===== src/rtl/opb_register_bank_ppc2simulink.sv =====
// OPB slave exposing C_NUM_REGS PPC-writable 32-bit control registers to fabric,
// with byte-enable writes, read-back, update strobes and optional shadow/commit.
module opb_register_bank_ppc2simulink #(
    parameter logic [31:0] C_BASEADDR   = 32'h0000_0000,
    parameter logic [31:0] C_HIGHADDR   = 32'h0000_00FF,
    parameter int          C_OPB_AWIDTH = 32,
    parameter int          C_OPB_DWIDTH = 32,
    parameter int          C_NUM_REGS   = 4,
    parameter int          C_SHADOW     = 0,
    parameter logic [31:0] C_INIT_VALUE = 32'h0000_0000,
    parameter string       C_FAMILY     = "virtex5"
) (
    input  logic                      OPB_Clk,
    input  logic                      OPB_Rst,
    input  logic [0:C_OPB_AWIDTH-1]   OPB_ABus,
    input  logic [0:3]                OPB_BE,
    input  logic [0:31]               OPB_DBus,
    input  logic                      OPB_RNW,
    input  logic                      OPB_select,
    input  logic                      OPB_seqAddr,
    output logic [0:31]               Sl_DBus,
    output logic                      Sl_errAck,
    output logic                      Sl_retry,
    output logic                      Sl_toutSup,
    output logic                      Sl_xferAck,
    output logic [C_NUM_REGS*32-1:0]  user_data_out,
    output logic [C_NUM_REGS-1:0]     user_update
);
    localparam int AW = C_OPB_AWIDTH;
    localparam int IW = (C_NUM_REGS > 1) ? $clog2(C_NUM_REGS) : 1;
    localparam logic [AW-1:0] SPAN = C_HIGHADDR[AW-1:0] - C_BASEADDR[AW-1:0];

    typedef enum logic {IDLE, ACK} state_t;
    state_t state, state_nxt;

    logic [AW:0]   diff;
    logic [AW-3:0] wd;
    logic          hit;
    logic          wr_q, reg_q, cmt_q, unm_q;
    logic [IW-1:0] idx_q;
    logic [3:0]    be_q;
    logic [31:0]   wdata_q, merged, rdata, commit_cnt;
    logic          do_reg_wr, do_cmt_wr;
    logic [C_NUM_REGS-1:0][31:0] staged, active;

    // Borrow bit of the extended subtract flags addresses below the window.
    always_comb begin
        diff = {1'b0, OPB_ABus} - {1'b0, C_BASEADDR[AW-1:0]};
        wd   = diff[AW-1:2];
        hit  = OPB_select && !diff[AW] && (diff[AW-1:0] <= SPAN);
    end

    always_ff @(posedge OPB_Clk) begin
        if (OPB_Rst) state <= IDLE;
        else         state <= state_nxt;
    end

    always_comb begin
        state_nxt  = state;
        Sl_xferAck = 1'b0;
        Sl_errAck  = 1'b0;
        Sl_DBus    = '0;
        do_reg_wr  = 1'b0;
        do_cmt_wr  = 1'b0;
        case (state)
            IDLE: if (hit) state_nxt = ACK;
            ACK: begin
                state_nxt  = IDLE;
                Sl_xferAck = 1'b1;
                Sl_errAck  = unm_q;
                if (!wr_q) Sl_DBus = rdata;
                do_reg_wr  = wr_q && reg_q && (|be_q);
                do_cmt_wr  = wr_q && cmt_q && (|be_q);
            end
            default: state_nxt = IDLE;
        endcase
    end

    // Request is captured on the hit cycle and only consumed during ACK.
    always_ff @(posedge OPB_Clk) begin
        if (state == IDLE && hit) begin
            wr_q    <= !OPB_RNW;
            reg_q   <= wd <  (AW-2)'(C_NUM_REGS);
            cmt_q   <= wd == (AW-2)'(C_NUM_REGS);
            unm_q   <= wd >  (AW-2)'(C_NUM_REGS);
            idx_q   <= wd[IW-1:0];
            be_q    <= OPB_BE;
            wdata_q <= OPB_DBus;
        end
    end

    // be_q[b] covers bits [8b+7:8b] after the OPB bit-order flip.
    always_comb begin
        merged = staged[idx_q];
        for (int b = 0; b < 4; b++)
            if (be_q[b]) merged[8*b +: 8] = wdata_q[8*b +: 8];
        rdata = '0;
        if (reg_q)      rdata = staged[idx_q];
        else if (cmt_q) rdata = commit_cnt;
    end

    always_ff @(posedge OPB_Clk) begin
        if (OPB_Rst) begin
            staged     <= {C_NUM_REGS{C_INIT_VALUE}};
            commit_cnt <= '0;
        end else begin
            if (do_reg_wr) staged[idx_q] <= merged;
            if (do_cmt_wr) commit_cnt <= commit_cnt + 32'd1;
        end
    end

    generate
        if (C_SHADOW == 0) begin : g_direct
            assign active = staged;
            always_ff @(posedge OPB_Clk) begin
                if (OPB_Rst) user_update <= '0;
                else begin
                    user_update <= '0;
                    if (do_reg_wr) user_update[idx_q] <= 1'b1;
                end
            end
        end else begin : g_shadow
            always_ff @(posedge OPB_Clk) begin
                if (OPB_Rst) begin
                    active      <= {C_NUM_REGS{C_INIT_VALUE}};
                    user_update <= '0;
                end else begin
                    user_update <= do_cmt_wr ? '1 : '0;
                    if (do_cmt_wr) active <= staged;
                end
            end
        end
    endgenerate

    assign user_data_out = active;
    assign Sl_retry      = 1'b0;
    assign Sl_toutSup    = 1'b0;

    logic unused_ok;
    assign unused_ok = ^{OPB_seqAddr, diff[1:0]};
endmodule


===== config.mk =====
export PLATFORM = sky130hd
export DESIGN_NAME = opb_register_bank_ppc2simulink
export DESIGN_NICKNAME = d
export VERILOG_FILES = /design/src/rtl/opb_register_bank_ppc2simulink.sv
export SDC_FILE = /design/constraint.sdc
export NUM_CORES = 1
export LEC_CHECK = 0
export ABC_AREA = 1
export BUFFER_PORTS_ARGS = -buffer_cell sky130_fd_sc_hd__buf_4
export CORE_MARGIN = 2
export CORE_UTILIZATION = 30
export CTS_BUF_LIST = sky130_fd_sc_hd__clkbuf_4
export DETAILED_ROUTE_END_ITERATION = 10
export GPL_TIMING_DRIVEN = 0
export PLACE_DENSITY = 0.51
export REMOVE_ABC_BUFFERS = 1
export SLEW_MARGIN = 20
export SYNTH_ARGS = -nofsm -noshare
export SYNTH_HDL_FRONTEND = slang
export SYNTH_SLANG_ARGS = --single-unit

===== constraint.sdc =====
create_clock -name OPB_Clk -period 5.7 [get_ports OPB_Clk]
set_clock_uncertainty 0.2 [all_clocks]
set_input_delay 0 -clock OPB_Clk [delete_from_list [all_inputs] [get_ports OPB_Clk]]
set_output_delay 0 -clock OPB_Clk [all_outputs]
set_load 0.01 [all_outputs]

==> results of run 1 <==
final cells by class:
| cell class | instances | area, um2 |
|---|---|---|
| multi-input combinational | 814 | 4240 |
| clock inverter | 25 | 115 |
| fill | 3276 | 17900 |
| sequential | 207 | 4560 |
| inverter | 136 | 515 |
| antenna | 1 | 2.50 |
| clock buffer | 81 | 608 |
| tap | 402 | 503 |
| timing repair buffer | 361 | 3190 |
power breakdown:
group | total [mW] | internal [mW] | switching [mW]
Clock | 1.35 | 0.663 | 0.684
Sequential | 1.49 | 1.49 | 0.0000000245
Combinational | 0.118 | 0.0782 | 0.0394
per-stage QoR:
stage               setup WS [ns]  utilization [%]  cells  power, mW  TNS (ns)
finish                       1.60             43.4   2027       2.96         0
global route                 1.42             43.4   2027       3.09         0
CTS                          1.69             43.4   2026       3.00         0
detailed placement           2.67             37.9   1819       1.59         0
global placement            -1.69             36.5   1794       1.59    -88.99
floorplan                    1.70                -   1157       1.54         0
layer usage:
layer	track usage, %	part of all wire, %	vias to the layer above
met5	0	0	-
met4	7.04	2.5	0
met3	4.40	6.5	72
met2	32.3	46	325
met1	25.2	45	4549
li1	-	-	4912
how the worst min path moves through the flow:
stage	from	to	slack [ns]	cells past startpoint
floorplan	OPB_Rst	commit_cnt[19]	-0.13	1
global placement	OPB_DBus[20]	wdata_q[11]	-0.02	1
detailed placement	OPB_DBus[22]	wdata_q[9]	-0.02	1
CTS	OPB_ABus[21]	unm_q	0.14	6
global route	OPB_ABus[21]	unm_q	0.18	6
finish	OPB_ABus[21]	unm_q	0.23	6
cells in the final DEF (no fill, tap or decap), types with 16 or more instances in the layout:
cell / instances
buf_4: 240
dfxtp_1: 165
a21oi_1: 151
inv_1: 132
nor2_1: 129
nand2_1: 129
dlygate4sd3_1: 101
o21ai_0: 98
clkbuf_4: 81
nand3_1: 80
o21ai_1: 58
a21oi_2: 44
edfxtp_1: 42
nand4_1: 30
o21ai_2: 18
a22oi_1: 17
clkinv_1: 16
cell families after synthesis:
kind of cell	after synthesis
adders and majority gates	1
and+or+nand+nor	414
DFF	207
buffers and inverters	209
other	1
AOI/OAI and AO/OA	394
xor gates and xnor gates	3
what timing repair did:
item                      CTS  global route
hold endpoints to repair  177             0
resized for setup           0             0
setup buffers               0             0
hold buffers              101             0
worst max-delay path, stage by stage:
cell           delay [ns]
dlygate4sd3_1        0.54
buf_4                0.13
dlygate4sd3_1        0.54
nor2_1               0.09
dlygate4sd3_1        0.56
nand4_1              0.07
dlygate4sd3_1        0.56
nor2_1               0.09
dlygate4sd3_1        0.58
nand2_1              0.13
nor3_2               0.32
buf_4                0.27
buf_4                0.21
buf_4                0.21
flip-flops by register name, indices dropped and copies added, names as in the netlist:
register,cells
user_data_out,128
commit_cnt,32
wdata_q,32
be_q,4
user_update,4
idx_q,2
cmt_q,1
reg_q,1
state,1
unm_q,1
wr_q,1
==> results.toml, run 1 <==
[run_status]
status = "finished clean"

[placed_design]
dpl-instance-area_um2 = 12000
gp_congestion = 0.864
io_buffers = 235
hpwlAfterDp_mm = 23.0

[logic_synthesis]
synth.top_cell.area_share_pct = 34.2
synthTopCellsByArea = "dfxtp_1, edfxtp_1, a21oi_1"
synth_flop_cell = "dfxtp_1"
yosysTopAreaCell = "dfxtp_1"
synthTopCellsByCount = "dfxtp_1, a21oi_1, inv_1"
synth_simple_gate_area_share_pct = 19.4
syn_area_per_cell_um2 = 7.87
synth-xor-area-share_pct = 0.272
synth_top_family_by_area = "compound AO/OA/AOI/OAI gates"
synth.area.mux_share_pct = 0
ys_seq_area_share_pct = 47.2
synth.most_common_cell = "dfxtp_1"
syn_inst = 1229
synth-compound-area-share_pct = 23.7
syn_area_um2 = 9670
synth-async-reset-ratio_pct = 0
ys_seq_elements = 207
synthDistinctLibCells = 39
synthAdderAreaFrac_pct = 0.129
yosys_warnings = 0
synth_edf_count = 42

[drt]
wirelength_mm = 33.9
wl_per_cell_um = 16.7
dr_total_vias = 9858
firstDrtPassIters = 5
drc = 0
vias_per_cell = 4.86
ant_nets = 0
drt_iter0_markers = 565

[clock_tree]
cts-root-buf = "clkbuf_4"
cts_tree = "yes"
htreeDepth = 2
clock-sinks = 207
clock_path_buffers = 3
path_clk_slew_ns = 0.06
cts_buffers = 59
insertion_delay_ns = 0.77

[global_routing]
grt_pass1_vias = 9485
grt_max_degree = 85
antenna_found_initial = 1
grt-ovfl-total = 0
grt_pass1_wl_mm = 51.9
grt_use_total_pct = 19.6

[setup_path]
worstPathRequired_ns = 5.90
reg2regPathDepth = 10
timing.rr.end = "user_data_out[0]"
cp-startpoint = "OPB_ABus[9]"
crit_path_end_kind = "flip-flop"
critPathKind = "primary input to flip-flop"
cp-endpoint = "wdata_q[8]"
arrival_ns = 4.30
start_kind = "primary input"
cp_max_fo = 8
rrSetupSlack_ns = 2.67
reg2reg_from = "reg_q"

[sta]
max_freq_mhz = 244
finalSetupViolations = 0
fin_crit_ns = 4.10
hold_viol = 0
worstMarginPinSlew_ns = 0.975
rsz0062_at_grt = "no"
drv_slew = 0
max_slew_margin_pct = 35.0
post-route-period-util_pct = 71.9
whs_ns = 0.227

[die]
dieHeight_um = 184
start_util_pct = 30.6
ioPinCount = 241
dieArea_um2 = 33700
core_area_um2 = 31600
die_w_um = 184
std_cell_rows = 65

[power]
vdd_drop_max_v = 0.000131
p_leak_nw = 6.07
powerDensity_nw_per_um2 = 215

[cells_and_area]
design_area_um2 = 13700
nNetsFinal = 1653
area_growth_pct = 42.0
layout-drive-gt1-share_pct = 27.5

[min_path]
min_path_type = "primary input to flip-flop"

[run]
max_cap_violations = 0
No activity file was read; power rests on OpenSTA's default activity.
==> inputs of run 2 (changes only) <==
PLACE_DENSITY = 0.53   (was 0.51)
clock period = 3.6 ns   (was 5.7 ns; I/O delays follow)
==> run 2 against run 1 <==
  * Final cell count rose by 0.25%
  * Critical path depth fell by 1
  * Critical path type unchanged
  * Via count fell by 0.32%
  * Clock-buffer cell count rose by 16
  * Highest routed layer unchanged
  * Combinational power rose by 58%
  * Power rose by 64%
  * First-iteration DRC count fell by 1.4%
  * Register-to-register slack got worse by 2.0 ns
==> results.toml, run 2 (synthesis results as in run 1) <==
[power]
p_clk_share_pct = 47.3
vdd_drop_max_v = 0.000215
switchingPower_mw = 1.13
p_int_mw = 3.70
p_leak_nw = 6.13
finalPower_mw = 4.84
p_sw_share_pct = 23.4
powerDensity_nw_per_um2 = 350
p_comb_share_pct = 3.9
seqPwrFrac_pct = 48.9

[setup_path]
cp_max_fo = 9
crit_path_end_kind = "flip-flop"
critPathKind = "primary input to flip-flop"
worstPathRequired_ns = 3.83
critical_path_buf_inv_count = 8
arrival_ns = 3.66
worst_path_max_delay_cell = "dlygate4sd3_1"
rrSetupSlack_ns = 0.72
cp_cell_sequence = "dlygate4sd3_1, buf_4, nor2_1, dlygate4sd3_1, nand4_1, dlygate4sd3_1, nor2_1, dlygate4sd3_1, nand2_1, nor3_4, buf_4, buf_4, buf_4"
path_delay_family = "buffers and inverters"
cp_slowest_stage_delay_ns = 0.58
start_kind = "primary input"

[global_routing]
grt_pass1_wl_mm = 51.4
grt_use_total_pct = 19.5
use_met1_pct = 25.1
use_met2_pct = 32.2
grt_max_degree = 79
grt_pass1_vias = 9552
grt_use_met3_pct = 4.26
antenna_found_initial = 1
grt-ovfl-total = 0
busiest_layer = "met2"

[die]
ioPinCount = 241
start_util_pct = 30.6
core_area_um2 = 31600
die_w_um = 184
dieHeight_um = 184
std_cell_rows = 65
dieArea_um2 = 33700

[cells_and_area]
largest_reg_flops = 128
area_growth_pct = 42.9
layout_commonest_cell = "buf_4"
fillers = 3181
nNetsFinal = 1654
layout-drive-gt1-share_pct = 28.1
final_cell_mix = "buf_4, dfxtp_1, a21oi_1"

[clock_tree]
clock_path_buffers = 3
clock-sinks = 207
cts-root-buf = "clkbuf_4"
insertion_delay_ns = 0.76
htreeDepth = 2
cts_tree = "yes"
cts_buffers = 60
path_clk_slew_ns = 0.07

[sta]
worstMarginPinSlew_ns = 0.984
fin_crit_ns = 3.42
post-route-period-util_pct = 95.1
max_freq_mhz = 292
finalSetupViolations = 0
max_slew_margin_pct = 34.4
drv_slew = 0
whs_ns = 0.0773
rsz0062_at_grt = "no"
hold_viol = 0

[placed_design]
io_buffers = 235
hpwlAfterDp_mm = 22.9
gp_congestion = 0.840

[drt]
vias_per_cell = 4.84
wirelength_mm = 33.7
wl_per_cell_um = 16.6
firstDrtPassIters = 5
drc = 0
drt_iter0_markers = 557
dr_total_vias = 9826
ant_nets = 0

[run_status]
status = "finished clean"

[run]
max_cap_violations = 0

[min_path]
min_path_type = "primary input to flip-flop"
## run 2: changes by cell type in the layout (fill, tap and decap cells not counted), sizes merged
cell and change:
clkinvlp -1, inv +2, clkinv -12, clkbuf +16
## run 2: tightest hold or removal path: stages
cell and delay, ns:
buf_4 0.08, nor2_1 0.03, nand4_1 0.07, nor2_1 0.05
o211ai_1 0.08, dlygate4sd3_1 0.55
## run 2: layout make-up
type                            count  area, um2  share of cell area (%)
Antenna cell                        1       2.50                  0.0181
Clock buffer                       97        728                    5.27
Clock inverter                     14       63.8                   0.462
Inverter                          136        515                    3.73
Multi-Input combinational cell    814       4250                    30.7
Sequential cell                   207       4560                    33.0
Tap cell                          402        503                    3.64
Timing Repair Buffer              361       3190                    23.1
## run 2: routing by layer
metal	vias up	routed length [um]
met4	0	697
met3	56	2280
li1	4924	-
met2	328	15700
met5	-	0
met1	4518	15000
## run 2: power groups by stage
stage | clock, mW | sequential (mW) | combinational (mW)
3_3_place_gp | 0 | 2.41 | 0.104
3_5_place_dp | 0 | 2.41 | 0.107
2_1_floorplan | 0 | 2.41 | 0.0260
5_1_grt | 2.50 | 2.36 | 0.200
6_report | 2.29 | 2.36 | 0.187
4_1_cts | 2.37 | 2.36 | 0.186
## run 2: worst paths after layout
path,startpoint,endpoint,depth (start not counted)
worst max-delay path,OPB_ABus[1],wdata_q[11],13
worst min register to register,commit_cnt[2],commit_cnt[2],2
worst min-delay path,OPB_ABus[9],unm_q,6
worst max register to register,reg_q,user_data_out[64],9
## run 2: repair_timing
action	4_1_cts	5_1_grt
hold buffers	101	0
buffers inserted	0	1
endpoints found under the setup margin	0	23
resized for setup	0	2
endpoints found under the hold margin	164	0
## run 2: through the flow
step                TNS, ns  setup slack, ns  cells  util (%)  area (um2)
floorplan            -27.14           -0.405   1157         -        9290
global placement    -438.36            -3.84   1794      36.5       11600
detailed placement        0            0.725   1818      37.9       12000
CTS                       0           0.0525   2030      43.6       13800
global route              0           0.0427   2032      43.7       13800
finish                    0            0.177   2032      43.7       13800
